## src/rtl/store_narrow_rmw.sv

```systemverilog
// rtl/store_narrow_rmw.sv - store-path narrowing unit with sub-word read-modify-write
// Optional STORE_BYTE_STROBE_EN: byte-enable writes with replicated lanes instead of RMW.
module store_narrow_rmw #(
  parameter int AW = 32,
  parameter int DW = 32
) (
  input  logic          clk,
  input  logic          rst_n,
  input  logic          req_valid,
  output logic          req_ready,
  input  logic [AW-1:0] req_addr,
  input  logic [DW-1:0] req_data,
  input  logic [1:0]    req_size,
  output logic          done,
  output logic          err,
  output logic [AW-1:0] mem_addr,
  output logic          mem_rd,
  input  logic          mem_rvalid,
  input  logic [DW-1:0] mem_rdata,
  output logic          mem_wr,
`ifdef STORE_BYTE_STROBE_EN
  output logic [DW-1:0] mem_wdata,
  output logic [3:0]    mem_be
`else
  output logic [DW-1:0] mem_wdata
`endif
);

  typedef enum logic [2:0] {
    S_IDLE  = 3'd0,
    S_ERR   = 3'd1,
    S_READ  = 3'd2,
    S_WAIT  = 3'd3,
    S_WRITE = 3'd4
  } state_t;

  state_t state;
  logic   misaligned;

  always_comb begin
    misaligned = 1'b0;
    case (req_size)
      2'b01:   misaligned = req_addr[0];
      2'b10:   misaligned = |req_addr[1:0];
      2'b11:   misaligned = 1'b1;
      default: misaligned = 1'b0;
    endcase
  end

`ifdef STORE_BYTE_STROBE_EN
  logic [DW-1:0] wdata_rep;
  logic [3:0]    be_acc;

  assign mem_rd = 1'b0;

  always_comb begin
    wdata_rep = req_data;
    be_acc    = 4'b1111;
    case (req_size)
      2'b00: begin
        wdata_rep = {4{req_data[7:0]}};
        be_acc    = 4'b0001 << req_addr[1:0];
      end
      2'b01: begin
        wdata_rep = {2{req_data[15:0]}};
        be_acc    = req_addr[1] ? 4'b1100 : 4'b0011;
      end
      default: begin
        wdata_rep = req_data;
        be_acc    = 4'b1111;
      end
    endcase
  end
`else
  logic [1:0]    lane_q;
  logic          half_q;
  logic [15:0]   data_q;
  logic [DW-1:0] merged;

  // Only the addressed lane is replaced; the rest is the word just read back.
  always_comb begin
    merged = mem_rdata;
    if (half_q) begin
      if (lane_q[1]) merged[31:16] = data_q;
      else           merged[15:0]  = data_q;
    end else begin
      case (lane_q)
        2'd0:    merged[7:0]   = data_q[7:0];
        2'd1:    merged[15:8]  = data_q[7:0];
        2'd2:    merged[23:16] = data_q[7:0];
        default: merged[31:24] = data_q[7:0];
      endcase
    end
  end
`endif

  always_ff @(posedge clk or negedge rst_n) begin
    if (!rst_n) begin
      state     <= S_IDLE;
      req_ready <= 1'b1;
      done      <= 1'b0;
      err       <= 1'b0;
      mem_wr    <= 1'b0;
      mem_addr  <= '0;
      mem_wdata <= '0;
`ifdef STORE_BYTE_STROBE_EN
      mem_be    <= 4'b0000;
`else
      mem_rd    <= 1'b0;
      lane_q    <= 2'b00;
      half_q    <= 1'b0;
      data_q    <= 16'h0000;
`endif
    end else begin
      case (state)
        S_IDLE: begin
          if (req_valid && req_ready) begin
            req_ready <= 1'b0;
            mem_addr  <= {req_addr[AW-1:2], 2'b00};
            if (misaligned) begin
              state <= S_ERR;
              err   <= 1'b1;
            end
`ifdef STORE_BYTE_STROBE_EN
            else begin
              state     <= S_WRITE;
              mem_wr    <= 1'b1;
              done      <= 1'b1;
              mem_wdata <= wdata_rep;
              mem_be    <= be_acc;
            end
`else
            else if (req_size == 2'b10) begin
              state     <= S_WRITE;
              mem_wr    <= 1'b1;
              done      <= 1'b1;
              mem_wdata <= req_data;
            end else begin
              state  <= S_READ;
              mem_rd <= 1'b1;
              lane_q <= req_addr[1:0];
              half_q <= req_size[0];
              data_q <= req_data[15:0];
            end
`endif
          end
        end
        S_ERR: begin
          err       <= 1'b0;
          req_ready <= 1'b1;
          state     <= S_IDLE;
        end
`ifndef STORE_BYTE_STROBE_EN
        S_READ: begin
          mem_rd <= 1'b0;
          state  <= S_WAIT;
        end
        S_WAIT: begin
          if (mem_rvalid) begin
            mem_wdata <= merged;
            mem_wr    <= 1'b1;
            done      <= 1'b1;
            state     <= S_WRITE;
          end
        end
`endif
        S_WRITE: begin
          mem_wr    <= 1'b0;
          done      <= 1'b0;
          req_ready <= 1'b1;
`ifdef STORE_BYTE_STROBE_EN
          mem_be    <= 4'b0000;
`endif
          state     <= S_IDLE;
        end
        default: begin
          req_ready <= 1'b1;
          state     <= S_IDLE;
        end
      endcase
    end
  end

endmodule

```

## config.mk

```make
export PLATFORM = sky130hd
export DESIGN_NAME = store_narrow_rmw
export DESIGN_NICKNAME = d
export VERILOG_FILES = /design/src/rtl/store_narrow_rmw.sv
export SDC_FILE = /design/constraint.sdc
export NUM_CORES = 1
export LEC_CHECK = 0
export BUFFER_PORTS_ARGS = -buffer_cell sky130_fd_sc_hd__buf_2
export CAP_MARGIN = 15
export CORE_ASPECT_RATIO = 1.25
export CORE_MARGIN = 1
export CORE_UTILIZATION = 38
export DETAILED_ROUTE_END_ITERATION = 10
export GPL_TIMING_DRIVEN = 0
export MAX_ROUTING_LAYER = met4
export PLACE_DENSITY = 0.74
export SLEW_MARGIN = 10
export SYNTH_ARGS = -nofsm -noshare
export SYNTH_HDL_FRONTEND = slang
export SYNTH_SLANG_ARGS = --single-unit
```

## constraint.sdc

```tcl
create_clock -name clk -period 5.1 [get_ports clk]
set_clock_uncertainty 0.15 [all_clocks]
set_input_delay 0.51 -clock clk [delete_from_list [all_inputs] [get_ports clk]]
set_output_delay 0.51 -clock clk [all_outputs]
set_load 0.005 [all_outputs]
```

-- Word level (Yosys, flattened, before mapping)
Index checks and enable logic that the tools add are counted.
- $add $sub $neg: 0
- equal/unequal tests: 15
- divide/modulo/power cells: 0
- multiply operators: 0
- bitwise logic cells: 3
- shift operators: 0
- magnitude comparators: 0
- muxes and demuxes: 32
- reduce and logical (&&, ||, !) cells: 18
- operators with widths (cell ; number):
    two-way mux 32 bit ; 5
    one-hot mux 32 bit (2 select lines) ; 1
    two-way mux 16 bit ; 2
    two-way mux 8 bit ; 4
    two-way mux 3 bit ; 4
    != test 2 bit (second input constant) ; 6
    two-way mux 1 bit ; 10
    AND reduction 5 bit ; 2
    one-hot mux 3 bit (3 select lines) ; 1
    AND reduction 4 bit ; 2
    equality test 2 bit (second input constant) ; 3
    equality test 3 x 2 -> 1 bit (second input constant) ; 2
    one-hot mux 1 bit (2 select lines) ; 3
    one-hot mux 1 bit (3 select lines) ; 2
    AND reduction 2 bit ; 3
    nonzero test 2 bit ; 3
    equality test 2 x 1 -> 1 bit (second input constant) ; 2
    OR reduction 2 bit ; 2
    equality test 3 x 1 -> 1 bit (second input constant) ; 1
    equality test 3 bit (second input constant) ; 1
    logical NOT 3 bit ; 1
    NOT 1 bit ; 3
    AND reduction 3 bit ; 1
    nonzero test 3 bit ; 1
    other kinds (3) ; 3
- register bits after elaboration: 88
- input port bits: 102
- RAM bits: 0
- memories kept: 0
- memory bits (read-only): 0
- bits in latches: 0

-- Depth between registers and ports, before layout
Gate-level depths: netlist (run 1).
- depth after elaboration: 6
- mapped depth: 7
- depth with buffers taken out: 5

-- Worst setup path before layout (run 1)
No wires, ideal clock.
- path type: input to register
- start point: in req_size[0]
- end point: reg mem_wdata[0]
- path slack: 3103 ps
- cell stages on the path: 6
- setup time: 90 ps
- buffers on the path: 2
- data arrival time: 1757 ps
- cells stage by stage: nor3_1 a32oi_2 or2_1 buf_6 buf_8 o31ai_4
- longest elaborated chain between the ends: 4
- elaborated cells on any way between the ends: 7
- those cells by class: 5 x eq/ne; 1 x mux; 1 x reduce/logical
- ends and longest elaborated chain (what ; line ; text):
    start: declaration ; 13 ; input logic [1:0] req_size,
    equality test 2 bit (tied with other cells) ; 42 ; case (req_size)
    one-hot mux 1 bit (3 select lines) ; 42 ;
    != test 2 bit (no line) ; -- ;
    AND reduction 5 bit (no line) (*) ; -- ;
    end signal: assignment ; 137 ; mem_wdata <= req_data;
    end signal: assignment ; 160 ; mem_wdata <= merged;
    end: declaration ; 25 ; output logic [DW-1:0] mem_wdata
Every way passes the cells marked *; elsewhere a longest branch is shown, timed or not.
A chain may end at the register's enable or synchronous reset.

-- Worst setup path in the final report (run 1)
- start point: reg state[2]
- end point: reg mem_wdata[7]
- longest elaborated chain between the ends: 3
- elaborated cells on any way between the ends: 9
- those cells by class: 5 x eq/ne; 1 x mux; 3 x reduce/logical
- ends and longest elaborated chain (what ; line ; text):
    start: declaration ; 37 ; state_t state;
    start signal: assignment ; 99 ; state <= S_IDLE;
    start signal: assignment ; 121 ; state <= S_ERR;
    start signal: assignment ; 134 ; state <= S_WRITE;
    equality test 3 x 2 -> 1 bit or logical NOT 3 bit (tied branches) ; 115 ; case (state)
    != test 2 bit (no line) or nonzero test 2 bit (tied branches) ; -- ;
    AND reduction 5 bit (no line) ; -- ;
Several ways; a longest one is shown, not always the timed one.

==> flow_summary.yaml, run 1 <==
cts:
  cts.htree.levels: 3
  cts.root.buffer_cell: "clkbuf_16"
  clkLatencyLatePin_ns: 0.35
  path_clk_slew_ns: 0.07
  cts_resized: 0
  tritoncts.num_buffers: 9
  cts_sinks: 88
  tritoncts: "yes"
  max-clock-path-buffers: 2
floorplanning:
  placement_rows: 44
  ioPinCount: 171
  die_area_sq_um: 12500
  core_area_sq_um: 11700
  floorplan.initialDensity_pct: 39.2
  die_height_microns: 125
  floorplan.die.width_microns: 100
yosys:
  ys_warn_count: 0
  post-synth-top-area-fraction_pct: 47.3
  synth_seq_area_share_pct: 47.9
  post-synth-top-area-cell: "dfrtp_1"
  synth_cell_types: 38
  synth.top_cells.by_area: "dfrtp_1 47%, mux2_2 16%, o31ai_4 4.6%, o21ai_0 3.6%, mux2i_1 3.5%"
  ys_seq_elements: 88
  synth_async_sr_flop_share_pct: 100
  synth.avg_cell_area_sq_um: 12.0
  synthCells: 384
  synth_top_flop_cell: "dfrtp_1"
  synth-edff-count: 0
  synth_area_sq_um: 4600
min_path:
  hold_path_class: "in2reg"
placed_design:
  globalplace.congestion: 0.865
  hpwlAfterDp_mm: 10.2
  placement.io_buffers: 168
  dpl.cell_count: 715
  dp_worst_setup_slack_ns: 2.72
  detailed_place.area_sq_um: 5670
sta:
  total_negative_setup_slack_ns: 0
  fin_ws_ns: 2.78
  portion_of_the_clock_cycle_consumed_by_the_worst_path_in_the_final_layout_pct: 45.4
  timing_worst_slew_pin_value_ns: 0.574
  timing.hold.ws_ns: 0.246
  grt_setup_unrepaired: "false"
  maxClockFrequency_mhz: 431
  setup-violations-final: 0
  slew_headroom_pct: 61.7
  final-hold-violation-count: 0
  slew_violations: 0
  period_needed_ns: 2.32
routing:
  ant_nets: 0
  drt_drc_violations_left: 0
  drt_iter0_drc: 201
  route.detailed.vias_per_inst: 5.40
  dr_total_vias: 3954
  totalWireLength_mm: 13.4
  first_pass_iters: 8
  drt-wirelength-per-cell_microns: 18.3
run_status:
  outcome: "finished, final reports clean"
worst_setup_path:
  worstSetupPathType: "reg2reg"
  critical_path_required_ns: 5.21
  buffer_and_inverter_count_on_the_worst_path: 2
  critical_path.slowest_cell: "clkbuf_1"
  sort_of_element_at_the_start_of_the_critical_path: "register"
  path_cells: "clkbuf_1, nand2b_1, nor2_1, clkbuf_1, nor2_1, o31ai_4"
  maximum_net_fanout_on_the_critical_path: 10
  arrival_ns: 2.43
  critPathMaxStageDelay_ns: 0.46
  critical_path.top_delay_family: "simple AND/OR/NAND/NOR gates"
  cp-end-kind: "register"
cells_and_area:
  insertedDiodeCount: 0
  final_util_pct: 51.3
  final_cell_mix: "177 x buf_2, 87 x dfrtp_1, 65 x mux2_2, 33 x o21ai_0, 27 x a21oi_1"
  fraction_of_final_layout_cells_with_drive_strength_greater_than_1_pct: 51.8
  number_of_non_filler_instances_in_the_completed_layout: 732
  finalNetCount: 668
  commonest_non_fill_non_tap_cell_in_the_layout: "buf_2"
  synthToLayoutAreaGrowth_pct: 30.9
  layout.cell_area.non_filler_sq_um: 6020
global_route:
  via_count_of_the_first_global_routing_pass: 4077
  grt_overflow_total: 0
  grt_start_max_net_pins: 55
  gr-usage-all-layers_pct: 22.2
  grt_antenna_before_repair: 0
  grt_first_pass_wirelength_mm: 20.6
flow_run:
  drv.max_cap_violation_count: 0
power:
  p_leak_nw: 2.71
  fin_total_pwr_mw: 3.46
  powerDensity_nw_per_um2: 574
  power.ir.vdd_worst_mv: 0.193
==> power breakdown <==
| part | internal [mW] | total [mW] | switching, mW |
|---|---|---|---|
| clock | 0.477 | 0.754 | 0.276 |
| sequential | 1.04 | 1.29 | 0.251 |
| combinational | 0.740 | 1.41 | 0.672 |
==> final timing paths <==
path	from	endpoint	slack, ns	depth (start not counted)
worst max-delay path	state[2]	mem_wdata[7]	2.78	6
worst min-delay path	req_addr[27]	mem_addr[27]	0.25	2
min in group asynchronous	rst_n	mem_addr[2]	0.52	2
max in group asynchronous	rst_n	req_ready	3.60	3
worst max register to register	state[2]	mem_wdata[7]	2.78	6
worst min register to register	mem_addr[15]	mem_addr[15]	0.35	1
==> worst reg2reg max path: stages (launching register included) <==
cell and delay (ns):
dfrtp_1 0.39, clkbuf_1 0.23, nand2b_1 0.25, nor2_1 0.40, clkbuf_1 0.47, nor2_1 0.15, o31ai_4 0.19
==> registers in the layout, indices dropped and copies added, names as in the netlist <==
register	count
data_q	16
state	3
lane_q	2
err	1
req_ready	1
mem_rd	1
mem_addr	30
mem_wr	1
mem_wdata	32
half_q	1
==> layout make-up <==
class	instances	area, sq um
Tap cell	161	201
Sequential cell	88	2200
Fill cell	1072	5710
Clock inverter	6	108
Clock buffer	10	229
Multi-Input combinational cell	257	2200
Inverter	4	17.5
Timing Repair Buffer	170	881
Buffer	36	185
==> Yosys cell counts, drive strengths merged, types with 2 or more instances <==
library cell	count
nor2b	8
clkbuf	18
mux2i	16
a211oi	16
a31oi	2
mux2	65
nor3	2
dfrtp	87
a31o	8
nand2	5
o21ai	33
a221oi	8
nand2b	4
and2	2
a2bb2oi	16
buf	18
a21oi	27
inv	4
nor2	18
o31ai	16
==> layer usage <==
metal	GRT usage [%]	vias up	share of wire, %
li1	-	1805	-
met1	25.4	1929	40
met2	36.8	183	50
met3	3.19	37	5.5
met4	13.0	0	4.0
met5	-	-	0
==> repair_timing <==
action                    in CTS  in global routing
buffers inserted               0                  0
hold buffers                   1                  0
hold endpoints to repair      22                  0
==> cells by family (layout without fill, tap and decap cells) <==
logic type             after synthesis  count (layout)  synth area share (%)
DFF                                 88              88                  47.9
buffers and inverters               40             226                  4.41
muxes                               81              81                  19.4
AOI/OAI and AO/OA                  131             131                  23.5
and+or+nand+nor                     43              43                  4.71
other                                1               2                0.0816
Power figures use the tool's default switching activity.
==> run 2, diff against run 1 <==
--- a/config.mk
+++ b/config.mk
@@ -5,6 +5,7 @@
 export SDC_FILE = /design/constraint.sdc
 export NUM_CORES = 1
 export LEC_CHECK = 0
+export ABC_AREA = 1
 export BUFFER_PORTS_ARGS = -buffer_cell sky130_fd_sc_hd__buf_2
 export CAP_MARGIN = 15
 export CORE_ASPECT_RATIO = 1.25
@@ -13,7 +14,7 @@
 export DETAILED_ROUTE_END_ITERATION = 10
 export GPL_TIMING_DRIVEN = 0
 export MAX_ROUTING_LAYER = met4
-export PLACE_DENSITY = 0.74
+export PLACE_DENSITY = 0.73
 export SLEW_MARGIN = 10
 export SYNTH_ARGS = -nofsm -noshare
 export SYNTH_HDL_FRONTEND = slang
==> constraint.sdc (replaced) <==
create_clock -name clk -period 2.2 [get_ports clk]
set_clock_uncertainty 0.15 [all_clocks]
set_input_delay 0.22 -clock clk [delete_from_list [all_inputs] [get_ports clk]]
set_output_delay 0.22 -clock clk [all_outputs]
set_load 0.005 [all_outputs]
==> run 2 against run 1 <==
  * Worst hold slack lost 0.24 ns
  * Cell area is 16% higher
  * Combinational power grew to 3.6 times the previous value
  * Power grew to 2.7 times the previous value
  * Flip-flop and latch count unchanged
==> flow_summary.yaml, run 2 <==
worst_setup_path:
  path_cells: "nor2_1, nand2_1, nor2_2, buf_2, mux2_2"
  maximum_net_fanout_on_the_critical_path: 10
  worstSetupPathType: "reg2reg"
  buffer_and_inverter_count_on_the_worst_path: 1
  critical_path.top_delay_family: "simple AND/OR/NAND/NOR gates"
  arrival_ns: 2.00
  critical_path.slowest_cell: "dfrtp_1"
  sort_of_element_at_the_start_of_the_critical_path: "register"
  cp-end-kind: "register"
  critical_path_required_ns: 2.28
  critPathMaxStageDelay_ns: 0.45
yosys:
  synth_async_sr_flop_share_pct: 100
  cell_with_the_most_instances_after_synthesis: "nand2_1"
  ys_warn_count: 0
  synth.avg_cell_area_sq_um: 6.94
  post-synth-top-area-cell: "dfrtp_1"
  post-synth-top-area-fraction_pct: 42.2
  synthCells: 744
  synth_cell_types: 25
  ys_seq_elements: 88
  synth-edff-count: 0
  commonest_cells_in_the_netlist: "278 x nand2_1, 139 x nor2_1, 87 x dfrtp_1, 68 x nand3_1, 56 x inv_1"
  synth.top_cells.by_area: "dfrtp_1 42%, nand2_1 20%, nor2_1 10%, nand3_1 6.6%, mux2_2 6.5%"
  synth_top_flop_cell: "dfrtp_1"
  synth_area_sq_um: 5160
  synth_seq_area_share_pct: 42.7
floorplanning:
  floorplan.die.width_microns: 106
  ioPinCount: 171
  die_height_microns: 132
  core_area_sq_um: 13200
  placement_rows: 47
  die_area_sq_um: 14100
  floorplan.initialDensity_pct: 39.0
cts:
  tritoncts.num_buffers: 9
  cts.htree.levels: 3
  tritoncts: "yes"
  cts_resized: 0
  clkLatencyLatePin_ns: 0.35
  cts_sinks: 88
  cts.root.buffer_cell: "clkbuf_16"
  path_clk_slew_ns: 0.07
  max-clock-path-buffers: 2
sta:
  setup-violations-final: 0
  timing.hold.ws_ns: 0.00814
  fin_ws_ns: 0.280
  grt_setup_unrepaired: "false"
  portion_of_the_clock_cycle_consumed_by_the_worst_path_in_the_final_layout_pct: 87.3
  slew_headroom_pct: 64.8
  final-hold-violation-count: 0
  period_needed_ns: 1.92
  timing_worst_slew_pin_value_ns: 0.528
  slew_violations: 0
  maxClockFrequency_mhz: 521
min_path:
  hold_path_class: "in2reg"
cells_and_area:
  synthToLayoutAreaGrowth_pct: 35.0
  final_util_pct: 52.7
  regMostFlops: "mem_wdata"
  fraction_of_final_layout_cells_with_drive_strength_greater_than_1_pct: 27.6
  number_of_non_filler_instances_in_the_completed_layout: 1143
  filler_cell_count: 1347
  commonest_non_fill_non_tap_cell_in_the_layout: "nand2_1"
  layout_top_registers: "mem_wdata: 32 flops, mem_addr: 30 flops, data_q: 16 flops"
  final_cell_mix: "278 x nand2_1, 187 x buf_2, 139 x nor2_1, 87 x dfrtp_1, 68 x nand3_1"
  finalNetCount: 1068
  largest_register_ff_count: 32
  layout.cell_area.non_filler_sq_um: 6970
power:
  seq_power_share_pct: 29.9
  p_int_mw: 5.35
  p_leak_nw: 3.81
  total_switching_power_mw: 4.13
  clockPowerShare_pct: 17.0
  powerDensity_nw_per_um2: 1360
  power_switching_share_pct: 43.5
  share_comb_of_total_power_pct: 53.1
  power.ir.vdd_worst_mv: 0.689
global_route:
  grt_start_max_net_pins: 56
  global_route.usage.met1_pct: 27.4
  gr-usage-all-layers_pct: 23.9
  grt_overflow_total: 0
  grt_use_met3_pct: 3.61
  grt_first_pass_wirelength_mm: 25.3
  grt_antenna_before_repair: 0
  grt_use_met2_pct: 41.5
  grt-busiest-layer: "met2"
  via_count_of_the_first_global_routing_pass: 5175
placed_design:
  detailed_place.area_sq_um: 6250
  placement.io_buffers: 168
  dp_worst_setup_slack_ns: 0.292
  globalplace.congestion: 0.864
  hpwlAfterDp_mm: 11.5
  dpl.cell_count: 1085
routing:
  totalWireLength_mm: 16.1
  ant_nets: 0
  drt_drc_violations_left: 0
  dr_total_vias: 5425
  first_pass_iters: 5
  drt_iter0_drc: 296
  drt-wirelength-per-cell_microns: 14.1
  route.detailed.vias_per_inst: 4.75
flow_run:
  drv.max_cap_violation_count: 0
run_status:
  outcome: "finished, final reports clean"
==> run 2: changes by cell type in the layout (fill, tap and decap cells not counted), moves of 12 or more <==
cell           before  now
o21ai_0            33    8
dlygate4sd3_1       1   41
clkbuf_1           19    7
a21oi_1            27    8
nor2_1             18  139
nand2_1             5  278
mux2_2             65   30
inv_1               3   56
nand3_1             0   68
mux2i_1            16    0
a211oi_1           16    0
==> run 2: final timing paths <==
path                              startpoint            to  slack [ns]  cells after the start
worst max-delay path                state[0]   mem_addr[3]        0.28                      5
max in group asynchronous              rst_n      state[1]        1.01                      3
worst min-delay path             req_data[0]     data_q[0]       0.008                      3
min in group asynchronous              rst_n  mem_wdata[4]        0.24                      2
worst min register to register  mem_wdata[6]  mem_wdata[6]        0.32                      2
worst max register to register      state[0]   mem_addr[3]        0.28                      5
==> run 2: cell type report <==
type                    instances  area [sq um]  share of cell area [%]
inverters                      60           225                    3.23
clock buffers                  10           239                    3.43
well taps                     171           214                    3.07
multi-input cells             555          2510                    36.0
repair buffers                210          1280                    18.4
diodes                          1          2.50                  0.0359
plain buffers                  42           231                    3.32
flip-flops and latches         88          2200                    31.6
clock inverters                 6          67.6                   0.969
==> run 2: logic make-up after synthesis <==
family          Yosys count  share of synthesized area [%]
flops                    88                           42.7
simple gates            497                           38.7
buf+inv                 102                           8.84
compound gates           26                           3.17
mux                      30                           6.54
other cells               1                         0.0726
==> run 2: worst reg2reg max path, cell delays in order (launching register included) <==
cell	delay [ns]
dfrtp_1	0.45
nor2_1	0.17
nand2_1	0.12
nor2_2	0.23
buf_2	0.31
mux2_2	0.38
==> run 2: power by group through the flow <==
| stage | sequential (mW) | clock [mW] | combinational, mW |
|---|---|---|---|
| finish | 2.83 | 1.61 | 5.03 |
| global placement | 2.82 | 0 | 4.87 |
| CTS | 2.82 | 1.65 | 5.02 |
| detailed placement | 2.84 | 0 | 4.95 |
| floorplan | 2.88 | 0 | 3.22 |
| global route | 2.91 | 1.69 | 5.62 |
==> run 2: repair_timing <==
action                    in CTS  in global routing
hold endpoints to repair      72                  0
hold buffers                  41                  0
buffers inserted               0                  0
==> run 2: metrics by stage <==
stage          total power [mW]  TNS (ns)
2_1_floorplan              6.10         0
3_3_place_gp               7.69    -10.75
3_5_place_dp               7.78         0
4_1_cts                    9.49         0
5_1_grt                    10.2         0
6_report                   9.47         0
==> run 2: layer usage <==
metal / wire (microns) / share of wire (%)
met1: 6610 / 41
met2: 8070 / 50
met3: 1030 / 6.4
met4: 400 / 2.5
met5: 0 / 0
